$ cat src/rtl/delay_alloc_ctrl_if.sv
// Request, memory-clear and descriptor signals of delay_alloc_ctrl.
// slave is the allocator's view; master is the command controller / memory side.
interface delay_alloc_ctrl_if #(
  parameter int data_width     = 16,
  parameter int mem_addr_width = 16,
  parameter int n_buffers      = 16
);
  localparam int idx_w = $clog2(n_buffers);
  localparam int cnt_w = idx_w + 1;

  logic [1:0]                alloc_req;
  logic [data_width-1:0]     alloc_size;
  logic [2*data_width-1:0]   alloc_delay_init;
  logic [1:0]                free_req;
  logic                      mem_clr_valid;
  logic [mem_addr_width-1:0] mem_clr_addr;
  logic                      mem_clr_ready;
  logic [1:0]                desc_write;
  logic [idx_w-1:0]          desc_index;
  logic [mem_addr_width-1:0] desc_base;
  logic [data_width-1:0]     desc_size;
  logic [2*data_width-1:0]   desc_delay;
  logic                      delay_clamped;
  logic [1:0]                alloc_fail;
  logic                      busy;
  logic [cnt_w-1:0]          pipeline_n_buffers [1:0];

  modport slave (
    input  alloc_req, alloc_size, alloc_delay_init, free_req, mem_clr_ready,
    output mem_clr_valid, mem_clr_addr, desc_write, desc_index, desc_base,
           desc_size, desc_delay, delay_clamped, alloc_fail, busy, pipeline_n_buffers
  );

  modport master (
    output alloc_req, alloc_size, alloc_delay_init, free_req, mem_clr_ready,
    input  mem_clr_valid, mem_clr_addr, desc_write, desc_index, desc_base,
           desc_size, desc_delay, delay_clamped, alloc_fail, busy, pipeline_n_buffers
  );
endinterface

$ cat src/rtl/delay_alloc_ctrl.sv
// Bump-pointer delay buffer allocator; descriptor N+2 cycles after the request (2 without DELAY_ALLOC_CLEAR_EN).
// Clear stalls on mem_clr_ready; one extra request waits in a pending slot, further ones fail.
module delay_alloc_ctrl #(
  parameter int data_width     = 16,
  parameter int mem_addr_width = 16,
  parameter int n_buffers      = 16
) (
  input  logic              clk,
  input  logic              reset,
  delay_alloc_ctrl_if.slave bus
);
  localparam int idx_w = $clog2(n_buffers);
  localparam int cnt_w = idx_w + 1;
  localparam int dw2   = 2 * data_width;
  localparam int ext_w = ((data_width > mem_addr_width) ? data_width : mem_addr_width) + 1;
  localparam logic [ext_w-1:0] half_words = {{(ext_w-1){1'b0}}, 1'b1} << (mem_addr_width - 1);
  localparam logic [cnt_w-1:0] max_bufs   = cnt_w'(n_buffers);

  typedef enum logic [1:0] {
    IDLE   = 2'd0,
    CHECK  = 2'd1,
    COMMIT = 2'd2
`ifdef DELAY_ALLOC_CLEAR_EN
    , CLEAR = 2'd3
`endif
  } state_t;

  state_t state_q, state_d;

  logic [mem_addr_width-1:0] ptr_q [2];
  logic [mem_addr_width-1:0] ptr_d [2];
  logic [cnt_w-1:0]          cnt_q [2];
  logic [cnt_w-1:0]          cnt_d [2];

  logic                  pend_vld_q, pend_vld_d;
  logic                  pend_p_q, pend_p_d;
  logic [data_width-1:0] pend_size_q, pend_size_d;
  logic [dw2-1:0]        pend_delay_q, pend_delay_d;

  logic                  cur_p_q, cur_p_d;
  logic [data_width-1:0] cur_size_q, cur_size_d;
  logic [dw2-1:0]        cur_delay_q, cur_delay_d;

  logic [1:0]                desc_write_q, desc_write_d;
  logic [idx_w-1:0]          desc_index_q, desc_index_d;
  logic [mem_addr_width-1:0] desc_base_q, desc_base_d;
  logic [data_width-1:0]     desc_size_q, desc_size_d;
  logic [dw2-1:0]            desc_delay_q, desc_delay_d;
  logic                      delay_clamped_q, delay_clamped_d;
  logic [1:0]                alloc_fail_q, alloc_fail_d;
  logic                      busy_q, busy_d;

`ifdef DELAY_ALLOC_CLEAR_EN
  logic                      mem_clr_valid_q, mem_clr_valid_d;
  logic [mem_addr_width-1:0] clr_addr_q, clr_addr_d;
  logic [data_width-1:0]     clr_cnt_q, clr_cnt_d;
`endif

  logic [1:0]                req;
  logic                      pend_live, cur_dead, idle, slot_free;
  logic                      take_vld, take_p;
  logic [data_width-1:0]     take_size;
  logic [dw2-1:0]            take_delay;
  logic [mem_addr_width-1:0] cur_ptr, cur_base;
  logic [cnt_w-1:0]          cur_cnt;
  logic [data_width-1:0]     size_m1;
  logic                      clamp, chk_fail, load_desc;

  always_comb begin
    state_d         = state_q;
    pend_p_d        = pend_p_q;
    pend_size_d     = pend_size_q;
    pend_delay_d    = pend_delay_q;
    cur_p_d         = cur_p_q;
    cur_size_d      = cur_size_q;
    cur_delay_d     = cur_delay_q;
    desc_write_d    = 2'b00;
    desc_index_d    = desc_index_q;
    desc_base_d     = desc_base_q;
    desc_size_d     = desc_size_q;
    desc_delay_d    = desc_delay_q;
    delay_clamped_d = 1'b0;
    alloc_fail_d    = 2'b00;
    load_desc       = 1'b0;
`ifdef DELAY_ALLOC_CLEAR_EN
    mem_clr_valid_d = mem_clr_valid_q;
    clr_addr_d      = clr_addr_q;
    clr_cnt_d       = clr_cnt_q;
`endif

    cur_ptr  = ptr_q[cur_p_q];
    cur_cnt  = cnt_q[cur_p_q];
    cur_base = {cur_p_q, cur_ptr[mem_addr_width-2:0]};
    size_m1  = cur_size_q - data_width'(1);
    clamp    = cur_delay_q > dw2'(size_m1);
    chk_fail = (cur_size_q == '0) || (cur_cnt == max_bufs) ||
               ((ext_w'(cur_ptr) + ext_w'(cur_size_q)) > half_words);

    // A free wins over everything belonging to its pipeline: strobes, pending entry, in-flight work.
    req       = bus.alloc_req & ~bus.free_req;
    pend_live = pend_vld_q && !bus.free_req[pend_p_q];
    cur_dead  = bus.free_req[cur_p_q];
    idle      = (state_q == IDLE);

    for (int p = 0; p < 2; p++) begin
      ptr_d[p] = bus.free_req[p] ? '0 : ptr_q[p];
      cnt_d[p] = bus.free_req[p] ? '0 : cnt_q[p];
    end

    take_vld    = idle && pend_live;
    take_p      = pend_p_q;
    take_size   = pend_size_q;
    take_delay  = pend_delay_q;
    pend_vld_d  = pend_live && !idle;
    slot_free   = idle || !pend_live;

    for (int p = 0; p < 2; p++) begin
      if (req[p]) begin
        if (idle && !take_vld) begin
          take_vld   = 1'b1;
          take_p     = 1'(p);
          take_size  = bus.alloc_size;
          take_delay = bus.alloc_delay_init;
        end else if (slot_free) begin
          pend_vld_d   = 1'b1;
          pend_p_d     = 1'(p);
          pend_size_d  = bus.alloc_size;
          pend_delay_d = bus.alloc_delay_init;
          slot_free    = 1'b0;
        end else begin
          alloc_fail_d[p] = 1'b1;
        end
      end
    end

    case (state_q)
      IDLE: begin
        if (take_vld) begin
          state_d     = CHECK;
          cur_p_d     = take_p;
          cur_size_d  = take_size;
          cur_delay_d = take_delay;
        end
      end
      CHECK: begin
        if (cur_dead) begin
          state_d = IDLE;
        end else if (chk_fail) begin
          alloc_fail_d[cur_p_q] = 1'b1;
          state_d               = IDLE;
        end else begin
`ifdef DELAY_ALLOC_CLEAR_EN
          state_d         = CLEAR;
          clr_addr_d      = cur_base;
          clr_cnt_d       = cur_size_q;
          mem_clr_valid_d = 1'b1;
`else
          state_d   = COMMIT;
          load_desc = 1'b1;
`endif
        end
      end
`ifdef DELAY_ALLOC_CLEAR_EN
      CLEAR: begin
        if (cur_dead) begin
          state_d         = IDLE;
          mem_clr_valid_d = 1'b0;
        end else if (bus.mem_clr_ready) begin
          clr_addr_d = clr_addr_q + mem_addr_width'(1);
          clr_cnt_d  = clr_cnt_q - data_width'(1);
          if (clr_cnt_q == data_width'(1)) begin
            mem_clr_valid_d = 1'b0;
            state_d         = COMMIT;
            load_desc       = 1'b1;
          end
        end
      end
`endif
      COMMIT: begin
        state_d = IDLE;
        if (!cur_dead) begin
          ptr_d[cur_p_q] = cur_ptr + mem_addr_width'(cur_size_q);
          cnt_d[cur_p_q] = cur_cnt + cnt_w'(1);
        end
      end
      default: state_d = IDLE;
    endcase

    // Descriptor is registered on entry to COMMIT so desc_write lines up with that state.
    if (load_desc) begin
      desc_write_d[cur_p_q] = 1'b1;
      desc_index_d          = cur_cnt[idx_w-1:0];
      desc_base_d           = cur_base;
      desc_size_d           = cur_size_q;
      desc_delay_d          = clamp ? dw2'(size_m1) : cur_delay_q;
      delay_clamped_d       = clamp;
    end

    busy_d = (state_d != IDLE) || pend_vld_d;
  end

  always_ff @(posedge clk) begin
    if (reset) begin
      state_q         <= IDLE;
      for (int p = 0; p < 2; p++) begin
        ptr_q[p] <= '0;
        cnt_q[p] <= '0;
      end
      pend_vld_q      <= 1'b0;
      pend_p_q        <= 1'b0;
      pend_size_q     <= '0;
      pend_delay_q    <= '0;
      cur_p_q         <= 1'b0;
      cur_size_q      <= '0;
      cur_delay_q     <= '0;
      desc_write_q    <= 2'b00;
      desc_index_q    <= '0;
      desc_base_q     <= '0;
      desc_size_q     <= '0;
      desc_delay_q    <= '0;
      delay_clamped_q <= 1'b0;
      alloc_fail_q    <= 2'b00;
      busy_q          <= 1'b0;
`ifdef DELAY_ALLOC_CLEAR_EN
      mem_clr_valid_q <= 1'b0;
      clr_addr_q      <= '0;
      clr_cnt_q       <= '0;
`endif
    end else begin
      state_q         <= state_d;
      for (int p = 0; p < 2; p++) begin
        ptr_q[p] <= ptr_d[p];
        cnt_q[p] <= cnt_d[p];
      end
      pend_vld_q      <= pend_vld_d;
      pend_p_q        <= pend_p_d;
      pend_size_q     <= pend_size_d;
      pend_delay_q    <= pend_delay_d;
      cur_p_q         <= cur_p_d;
      cur_size_q      <= cur_size_d;
      cur_delay_q     <= cur_delay_d;
      desc_write_q    <= desc_write_d;
      desc_index_q    <= desc_index_d;
      desc_base_q     <= desc_base_d;
      desc_size_q     <= desc_size_d;
      desc_delay_q    <= desc_delay_d;
      delay_clamped_q <= delay_clamped_d;
      alloc_fail_q    <= alloc_fail_d;
      busy_q          <= busy_d;
`ifdef DELAY_ALLOC_CLEAR_EN
      mem_clr_valid_q <= mem_clr_valid_d;
      clr_addr_q      <= clr_addr_d;
      clr_cnt_q       <= clr_cnt_d;
`endif
    end
  end

`ifdef DELAY_ALLOC_CLEAR_EN
  assign bus.mem_clr_valid = mem_clr_valid_q;
  assign bus.mem_clr_addr  = clr_addr_q;
`else
  logic unused_clr_ready;
  assign unused_clr_ready  = bus.mem_clr_ready;
  assign bus.mem_clr_valid = 1'b0;
  assign bus.mem_clr_addr  = '0;
`endif

  assign bus.desc_write            = desc_write_q;
  assign bus.desc_index            = desc_index_q;
  assign bus.desc_base             = desc_base_q;
  assign bus.desc_size             = desc_size_q;
  assign bus.desc_delay            = desc_delay_q;
  assign bus.delay_clamped         = delay_clamped_q;
  assign bus.alloc_fail            = alloc_fail_q;
  assign bus.busy                  = busy_q;
  assign bus.pipeline_n_buffers[0] = cnt_q[0];
  assign bus.pipeline_n_buffers[1] = cnt_q[1];
endmodule
$ cat src/flat_wrapper.sv
// flat-port wrapper written by rule: the top's interface ports become plain ports
module delay_alloc_ctrl_flat 
#(
  parameter int data_width     = 16,
  parameter int mem_addr_width = 16,
  parameter int n_buffers      = 16
)
  (clk, reset, bus_alloc_req, bus_alloc_size, bus_alloc_delay_init, bus_free_req, bus_mem_clr_ready, bus_mem_clr_valid, bus_mem_clr_addr, bus_desc_write, bus_desc_index, bus_desc_base, bus_desc_size, bus_desc_delay, bus_delay_clamped, bus_alloc_fail, bus_busy, bus_pipeline_n_buffers);
  delay_alloc_ctrl_if #(.data_width(data_width), .mem_addr_width(mem_addr_width), .n_buffers(n_buffers)) bus_i ();
  input  logic clk;
  input  logic reset;
  input wire logic [$bits(bus_i.alloc_req)-1:0] bus_alloc_req;
  input wire logic [$bits(bus_i.alloc_size)-1:0] bus_alloc_size;
  input wire logic [$bits(bus_i.alloc_delay_init)-1:0] bus_alloc_delay_init;
  input wire logic [$bits(bus_i.free_req)-1:0] bus_free_req;
  input wire logic [$bits(bus_i.mem_clr_ready)-1:0] bus_mem_clr_ready;
  output wire logic [$bits(bus_i.mem_clr_valid)-1:0] bus_mem_clr_valid;
  output wire logic [$bits(bus_i.mem_clr_addr)-1:0] bus_mem_clr_addr;
  output wire logic [$bits(bus_i.desc_write)-1:0] bus_desc_write;
  output wire logic [$bits(bus_i.desc_index)-1:0] bus_desc_index;
  output wire logic [$bits(bus_i.desc_base)-1:0] bus_desc_base;
  output wire logic [$bits(bus_i.desc_size)-1:0] bus_desc_size;
  output wire logic [$bits(bus_i.desc_delay)-1:0] bus_desc_delay;
  output wire logic [$bits(bus_i.delay_clamped)-1:0] bus_delay_clamped;
  output wire logic [$bits(bus_i.alloc_fail)-1:0] bus_alloc_fail;
  output wire logic [$bits(bus_i.busy)-1:0] bus_busy;
  output wire logic [$bits(bus_i.pipeline_n_buffers)-1:0] bus_pipeline_n_buffers;
  assign bus_i.alloc_req = bus_alloc_req;
  assign bus_i.alloc_size = bus_alloc_size;
  assign bus_i.alloc_delay_init = bus_alloc_delay_init;
  assign bus_i.free_req = bus_free_req;
  assign bus_i.mem_clr_ready = bus_mem_clr_ready;
  assign bus_mem_clr_valid = bus_i.mem_clr_valid;
  assign bus_mem_clr_addr = bus_i.mem_clr_addr;
  assign bus_desc_write = bus_i.desc_write;
  assign bus_desc_index = bus_i.desc_index;
  assign bus_desc_base = bus_i.desc_base;
  assign bus_desc_size = bus_i.desc_size;
  assign bus_desc_delay = bus_i.desc_delay;
  assign bus_delay_clamped = bus_i.delay_clamped;
  assign bus_alloc_fail = bus_i.alloc_fail;
  assign bus_busy = bus_i.busy;
  assign bus_pipeline_n_buffers = {>>{bus_i.pipeline_n_buffers}};
  delay_alloc_ctrl #(.data_width(data_width), .mem_addr_width(mem_addr_width), .n_buffers(n_buffers)) u_core (.clk(clk), .reset(reset), .bus(bus_i));
endmodule
$ cat config.mk
export PLATFORM = sky130hd
export DESIGN_NAME = delay_alloc_ctrl_flat
export DESIGN_NICKNAME = d
export VERILOG_FILES = /design/src/rtl/delay_alloc_ctrl_if.sv /design/src/rtl/delay_alloc_ctrl.sv /design/src/flat_wrapper.sv
export SDC_FILE = /design/constraint.sdc
export NUM_CORES = 1
export LEC_CHECK = 0
export ABC_AREA = 1
export CELL_PAD_IN_SITES_DETAIL_PLACEMENT = 1
export CELL_PAD_IN_SITES_GLOBAL_PLACEMENT = 2
export CORE_MARGIN = 3
export CORE_UTILIZATION = 33
export CTS_CLUSTER_DIAMETER = 50
export DETAILED_ROUTE_END_ITERATION = 8
export PLACE_DENSITY = 0.89
export SLEW_MARGIN = 30
export SYNTH_ARGS = -nofsm -noshare
export SYNTH_HDL_FRONTEND = slang
export SYNTH_SLANG_ARGS = --single-unit
$ cat constraint.sdc
create_clock -name clk -period 5.61 [get_ports clk]
set_clock_uncertainty 0.1 [all_clocks]
set_input_delay 1.683 -clock clk [delete_from_list [all_inputs] [get_ports clk]]
set_output_delay 1.683 -clock clk [all_outputs]
set_load 0.01 [all_outputs]
== Word level (Yosys, flattened, before mapping) ==
Memories as Yosys holds them, arrays and structs flattened. A register that Yosys moved wholly into a read port is not among the register bits.
Cells that the tools add are included.

* $add $sub $neg: 4
* Magnitude comparators: 7
* Equal/unequal tests: 3
* Mux-type cells: 90
* Bitwise logic cells: 9
* Reduce and logical (&&, ||, !) cells: 21

{| class="wikitable"
|+ Operator list
! cell !! number
|-
| two-way mux 32 bit || 13
|-
| two-way mux 16 bit || 15
|-
| two-way mux 1 bit || 43
|-
| bitwise mux 32 bit || 1
|-
| > comparator 32 x 16 -> 1 bit || 1
|-
| two-way mux 5 bit || 5
|-
| two-way mux 10 bit || 2
|-
| adder 16 x 16 -> 17 bit || 1
|-
| > comparator 17 x 16 -> 1 bit (second input constant) || 1
|-
| adder 16 bit || 1
|-
| demux 16 bit (select 1 bit) || 1
|-
| logical NOT 16 bit || 1
|-
| subtractor 16 x 1 -> 16 bit (second input constant) || 1
|-
| two-way mux 2 bit || 6
|-
| bitwise mux 10 bit || 1
|-
| logical AND 1 bit || 7
|-
| adder 5 x 1 -> 5 bit (second input constant) || 1
|-
| demux 5 bit (select 1 bit) || 1
|-
| == test 5 bit (second input constant) || 1
|-
| logical NOT 1 bit || 5
|-
| logical OR 1 bit || 4
|-
| < comparator 1 x 2 -> 1 bit (second input constant) || 2
|-
| bitwise OR 1 bit || 4
|-
| one-hot mux 2 bit (2 select lines) || 1
|-
| 15 further kinds || 15
|}

* Flip-flop bits (word level): 175
* RAM bits: 42
* Bits of input ports: 55
* Output and inout port bits: 101
* Word-level logic and storage cells: 152
* Memories: 2

{| class="wikitable"
|+ Memories
! name !! depth !! bits a word !! read ports !! clocked after memory_dff !! wr ports !! RTL line !! source
|-
| u_core.ptr_q || 2 || 16 || 3 || 1 || 2 || delay_alloc_ctrl.sv:30 || <nowiki>logic [mem_addr_width-1:0] ptr_q [2];</nowiki>
|-
| u_core.cnt_q || 2 || 5 || 3 || 1 || 2 || delay_alloc_ctrl.sv:32 || <nowiki>logic [cnt_w-1:0] cnt_q [2];</nowiki>
|}

== Depth between registers and ports, before layout ==
* Depth in word-level cells: 17
* Mapped depth: 24
* Mapped depth without buffers: 22

== Least setup slack after synthesis ==
Ideal clock, no wire load.

* Path type: input to register
* Start point: input bus_free_req[0]
* End point: register u_core.pend_delay_q[16]
* Setup time: 0.116 ns
* Data arrival time: 3.135 ns
* Required time: 5.394 ns
* Slack: 2.259 ns
* Stages: 12
* Path buffers: 2
* Cells stage by stage: buf_4 > inv_2 > o211a_4 > nor2_4 > inv_2 > nand2_1 > nand2_1 > nor2_1 > nor2_4 > clkbuf_1 > o21ai_0 > nor2_1

* Longest elaborated chain between the ends: 13
* Elaborated cells on any way between the ends: 23
* Those cells by class: mux (12); bitwise (2); reduce/logical (9)

{| class="wikitable"
|+ Ends and longest elaborated chain
! item !! RTL line !! source
|-
| from (decl) || flat_wrapper.sv:15 || <nowiki>input wire logic [$bits(bus_i.free_req)-1:0] bus_free_req;</nowiki>
|-
| two-way mux 1 bit (implied by the code) (2 in a row) || delay_alloc_ctrl.sv:101 || <nowiki>pend_live = pend_vld_q && !bus.free_req[pend_p_q];</nowiki>
|-
| logical NOT 1 bit || delay_alloc_ctrl.sv:101 ||
|-
| logical AND 1 bit || delay_alloc_ctrl.sv:101 ||
|-
| logical AND 1 bit || delay_alloc_ctrl.sv:110 || <nowiki>take_vld = idle && pend_live;</nowiki>
|-
| logical NOT 1 bit || delay_alloc_ctrl.sv:119 || <nowiki>if (idle && !take_vld) begin</nowiki>
|-
| logical AND 1 bit || delay_alloc_ctrl.sv:119 ||
|-
| two-way mux 1 bit || delay_alloc_ctrl.sv:119 ||
|-
| two-way mux 1 bit || delay_alloc_ctrl.sv:118 || <nowiki>if (req[p]) begin</nowiki>
|-
| logical NOT 1 bit || delay_alloc_ctrl.sv:119 ||
|-
| logical AND 1 bit || delay_alloc_ctrl.sv:119 ||
|-
| two-way mux 32 bit || delay_alloc_ctrl.sv:119 ||
|-
| two-way mux 32 bit * || delay_alloc_ctrl.sv:118 ||
|-
| to (signal assigned) || delay_alloc_ctrl.sv:238 || <nowiki>pend_delay_q <= pend_delay_d;</nowiki>
|-
| to (decl) || delay_alloc_ctrl.sv:38 || <nowiki>logic [dw2-1:0] pend_delay_q, pend_delay_d;</nowiki>
|}

Mark *: on every way between the ends. The rest lies on a longest branch, timed or not. The select of a mux whose other input is x is not followed.
A chain may end at the register's enable or synchronous reset.

== Worst setup path after layout ==
* Start point: input bus_free_req[0]
* End point: register u_core.pend_delay_q[27]

The elaborated chain is that of the path after synthesis.

==> results.sh <==
export IMPL_cpMaxStageDelayCell="clkdlybuf4s50_1"
export IMPL_fin_nets=1949
export IMPL_vias_per_cell=4.84
export IMPL_clkTransAtPathRegs_ns=0.06
export IMPL_setup_tns_ns=0
export IMPL_clock_latency_ns=0.56
export IMPL_syn_area_mm2=0.0116
export IMPL_ant_nets=0
export IMPL_die_area_mm2=0.0374
export IMPL_drt_iter0_markers=492
export IMPL_setup_viol_count_final=0
export IMPL_area_growth_pct=23.7
export IMPL_cts_tree="done"
export IMPL_synth_cell_types=40
export IMPL_grt_pass1_vias=11623
export IMPL_drive_gt1_share_pct=4.94
export IMPL_layout_commonest_cell="nand2_1"
export IMPL_slew_viol_final=0
export IMPL_path_cells="clkdlybuf4s50_1 > inv_2 > o211a_4 > nor2_4 > inv_2 > nand2_1 > nand2_1 > nor2_1 > nor2_4 > clkinv_2 > buf_4 > o21ai_0 > a21oi_1"
export IMPL_drc=0
export IMPL_cp_arrival_ns=4.80
export IMPL_fill_cells=4377
export IMPL_rows=67
export IMPL_post_cts_resized=0
export IMPL_cts_sinks=218
export IMPL_ys_flop_type="dfxtp_1"
export IMPL_io_buffers=137
export IMPL_post_cts_buffers=0
export IMPL_final_hold_viol_count=0
export IMPL_antenna_cells=0
export IMPL_grt_max_degree=108
export IMPL_ys_seq_area_share_pct=37.7
export IMPL_die_h_um=193
export IMPL_start_util_pct=34.0
export IMPL_htreeDepth=1
export IMPL_whs_ns=0.338
export IMPL_clockBufferDepth=3
export IMPL_fmax_ghz=0.227
export IMPL_leakage_nw=6.82
export IMPL_path_max_fanout=25
export IMPL_routedWlPerCell_um=15.9
export IMPL_ys_top_cells_by_area="dfxtp_1 (38%), nand2_1 (12%), inv_1 (11%), nor2_1 (6.2%), o21ai_0 (5.4%)"
export IMPL_syn_inst=1757
export IMPL_rsz0062_at_grt="false"
export IMPL_hold_buffers=0
export IMPL_cts_inserted_buffers=31
export IMPL_max_stage_delay_ns=0.73
export IMPL_ys_ff_latch=218
export IMPL_maxSlewHeadroom_pct=44.3
export IMPL_period_share_pct=78.6
export IMPL_synth_warnings=0
export IMPL_cp_required_ns=6.00
export IMPL_synth_edf_count=0
export IMPL_period_minus_slack_ns=4.41
export IMPL_firstDrtPassIters=4
export IMPL_die_x_um=193
export IMPL_grt_ovfl_total=0
export IMPL_cap_violations=0
export IMPL_grt_antenna_before_repair=0
export IMPL_clockRootBuffer="clkbuf_16"
export IMPL_worstSetupPathType="in2reg"
export IMPL_grt_pass1_wl_um=59900
export IMPL_routed_wl_um=36900
export IMPL_dr_total_vias=11287
export IMPL_place_gp_congestion=0.842
export IMPL_io_pins=156
export IMPL_core_area_mm2=0.0340
export IMPL_synth_top_area_share_pct=37.7
export IMPL_avgSynthCellArea_um2=6.59
export IMPL_synth_largest_area_cell="dfxtp_1"
export IMPL_dp_hpwl_um=26400
export IMPL_final_cell_mix="nand2_1 (379), inv_1 (335), dfxtp_1 (218)"
export IMPL_worst_slew_pin_slew_ns=0.833
export IMPL_ir_drop_v=0.000213
export IMPL_startpoint_type="input port"
export IMPL_powerDensity_mw_per_mm2=340
export IMPL_grt_use_total_pct=19.2
export IMPL_end_kind="flop"
export IMPL_worstHoldPathType="reg2reg"
export IMPL_ys_async_sr_fraction_pct=0
export IMPL_status="completed"
==> flip-flops by register name, summed over array words and instances, names as in the netlist, named ones only <==
register,flops
u_core.bus.alloc_fail,2
u_core.bus.busy,1
u_core.bus.delay_clamped,1
u_core.bus.desc_base,16
u_core.bus.desc_delay,32
u_core.bus.desc_index,4
u_core.bus.desc_size,16
u_core.bus.desc_write,2
u_core.cnt_q,10
u_core.cur_delay_q,32
u_core.cur_p_q,1
u_core.cur_size_q,16
u_core.pend_delay_q,32
u_core.pend_p_q,1
u_core.pend_size_q,16
u_core.pend_vld_q,1
u_core.ptr_q,32
u_core.state_q,2
==> per-stage QoR <==
step	util, %	power, mW	worst slack [ns]	area (um2)	std cells
after floorplan	-	2.54	2.26	11600	1773
after global placement	39.0	2.89	0.743	13300	2273
after detailed placement	39.0	2.93	0.657	13300	2273
after CTS	42.1	4.93	1.21	14300	2330
after global routing	42.1	5.16	0.871	14300	2330
final	42.1	4.87	1.20	14300	2330
==> synthesized netlist by cell type (all sizes together), types with 2 or more instances <==
master / n
a211o: 3
a211oi: 23
a21oi: 91
a31oi: 10
buf: 49
clkbuf: 60
clkinv: 2
dfxtp: 218
ha: 35
inv: 339
nand2: 381
nand3: 90
nand3b: 12
nand4: 54
nor2: 194
nor3: 11
nor4: 3
o211ai: 29
o21ai: 126
xnor2: 2
xor2: 16
==> cells by family after synthesis <==
| group | count (synthesis) | share of synthesized area (%) |
|---|---|---|
| other cells | 1 | 0.0324 |
| buf+inv | 450 | 15.6 |
| mux | 2 | 0.184 |
| compound gates | 285 | 13.9 |
| fa+ha+maj | 36 | 3.96 |
| xor+xnor | 18 | 1.36 |
| simple gates | 747 | 27.3 |
| flops | 218 | 37.7 |
==> routing by layer <==
layer  wire length (um)  GRT usage, %
met1              17300          25.0
met3               1160          2.28
met4                758          4.53
met2              17800          34.0
met5                  0             0
==> report_power, final <==
group	switching (mW)	internal [mW]	leakage, nW
Sequential	0.101	1.66	1.78
Combinational	0.728	0.407	4.54
Clock	0.755	1.21	0.508
==> critical path, delay by kind of cell <==
| kind | cells | cell delay [ns] |
|---|---|---|
| simple gates | 5 | 0.84 |
| buf+inv | 5 | 1.65 |
| compound gates | 3 | 0.61 |
==> area by class of cell <==
cell class	instances	area, um2	share of cell area (%)
flip-flops and latches	218	4360	30.5
well taps	448	561	3.92
clock buffers	40	850	5.94
repair buffers	161	1570	11.0
inverters	341	1290	8.99
multi-input cells	1105	5480	38.3
clock inverters	17	196	1.37
==> final timing paths <==
path                                     startpoint                                     end  slack (ns)  cells after the start
min reg2reg  u_core.bus.desc_delay[16]$_SDFFE_PP0N_  u_core.bus.desc_delay[16]$_SDFFE_PP0N_        0.34                      2
max                                 bus_free_req[0]      u_core.pend_delay_q[27]$_SDFF_PP0_        1.20                     13
min          u_core.bus.desc_delay[16]$_SDFFE_PP0N_  u_core.bus.desc_delay[16]$_SDFFE_PP0N_        0.34                      2
max reg2reg                                    flop   u_core.bus.desc_size[13]$_SDFFE_PP0N_        1.26                     17
No activity file was read; power rests on OpenSTA's default activity.
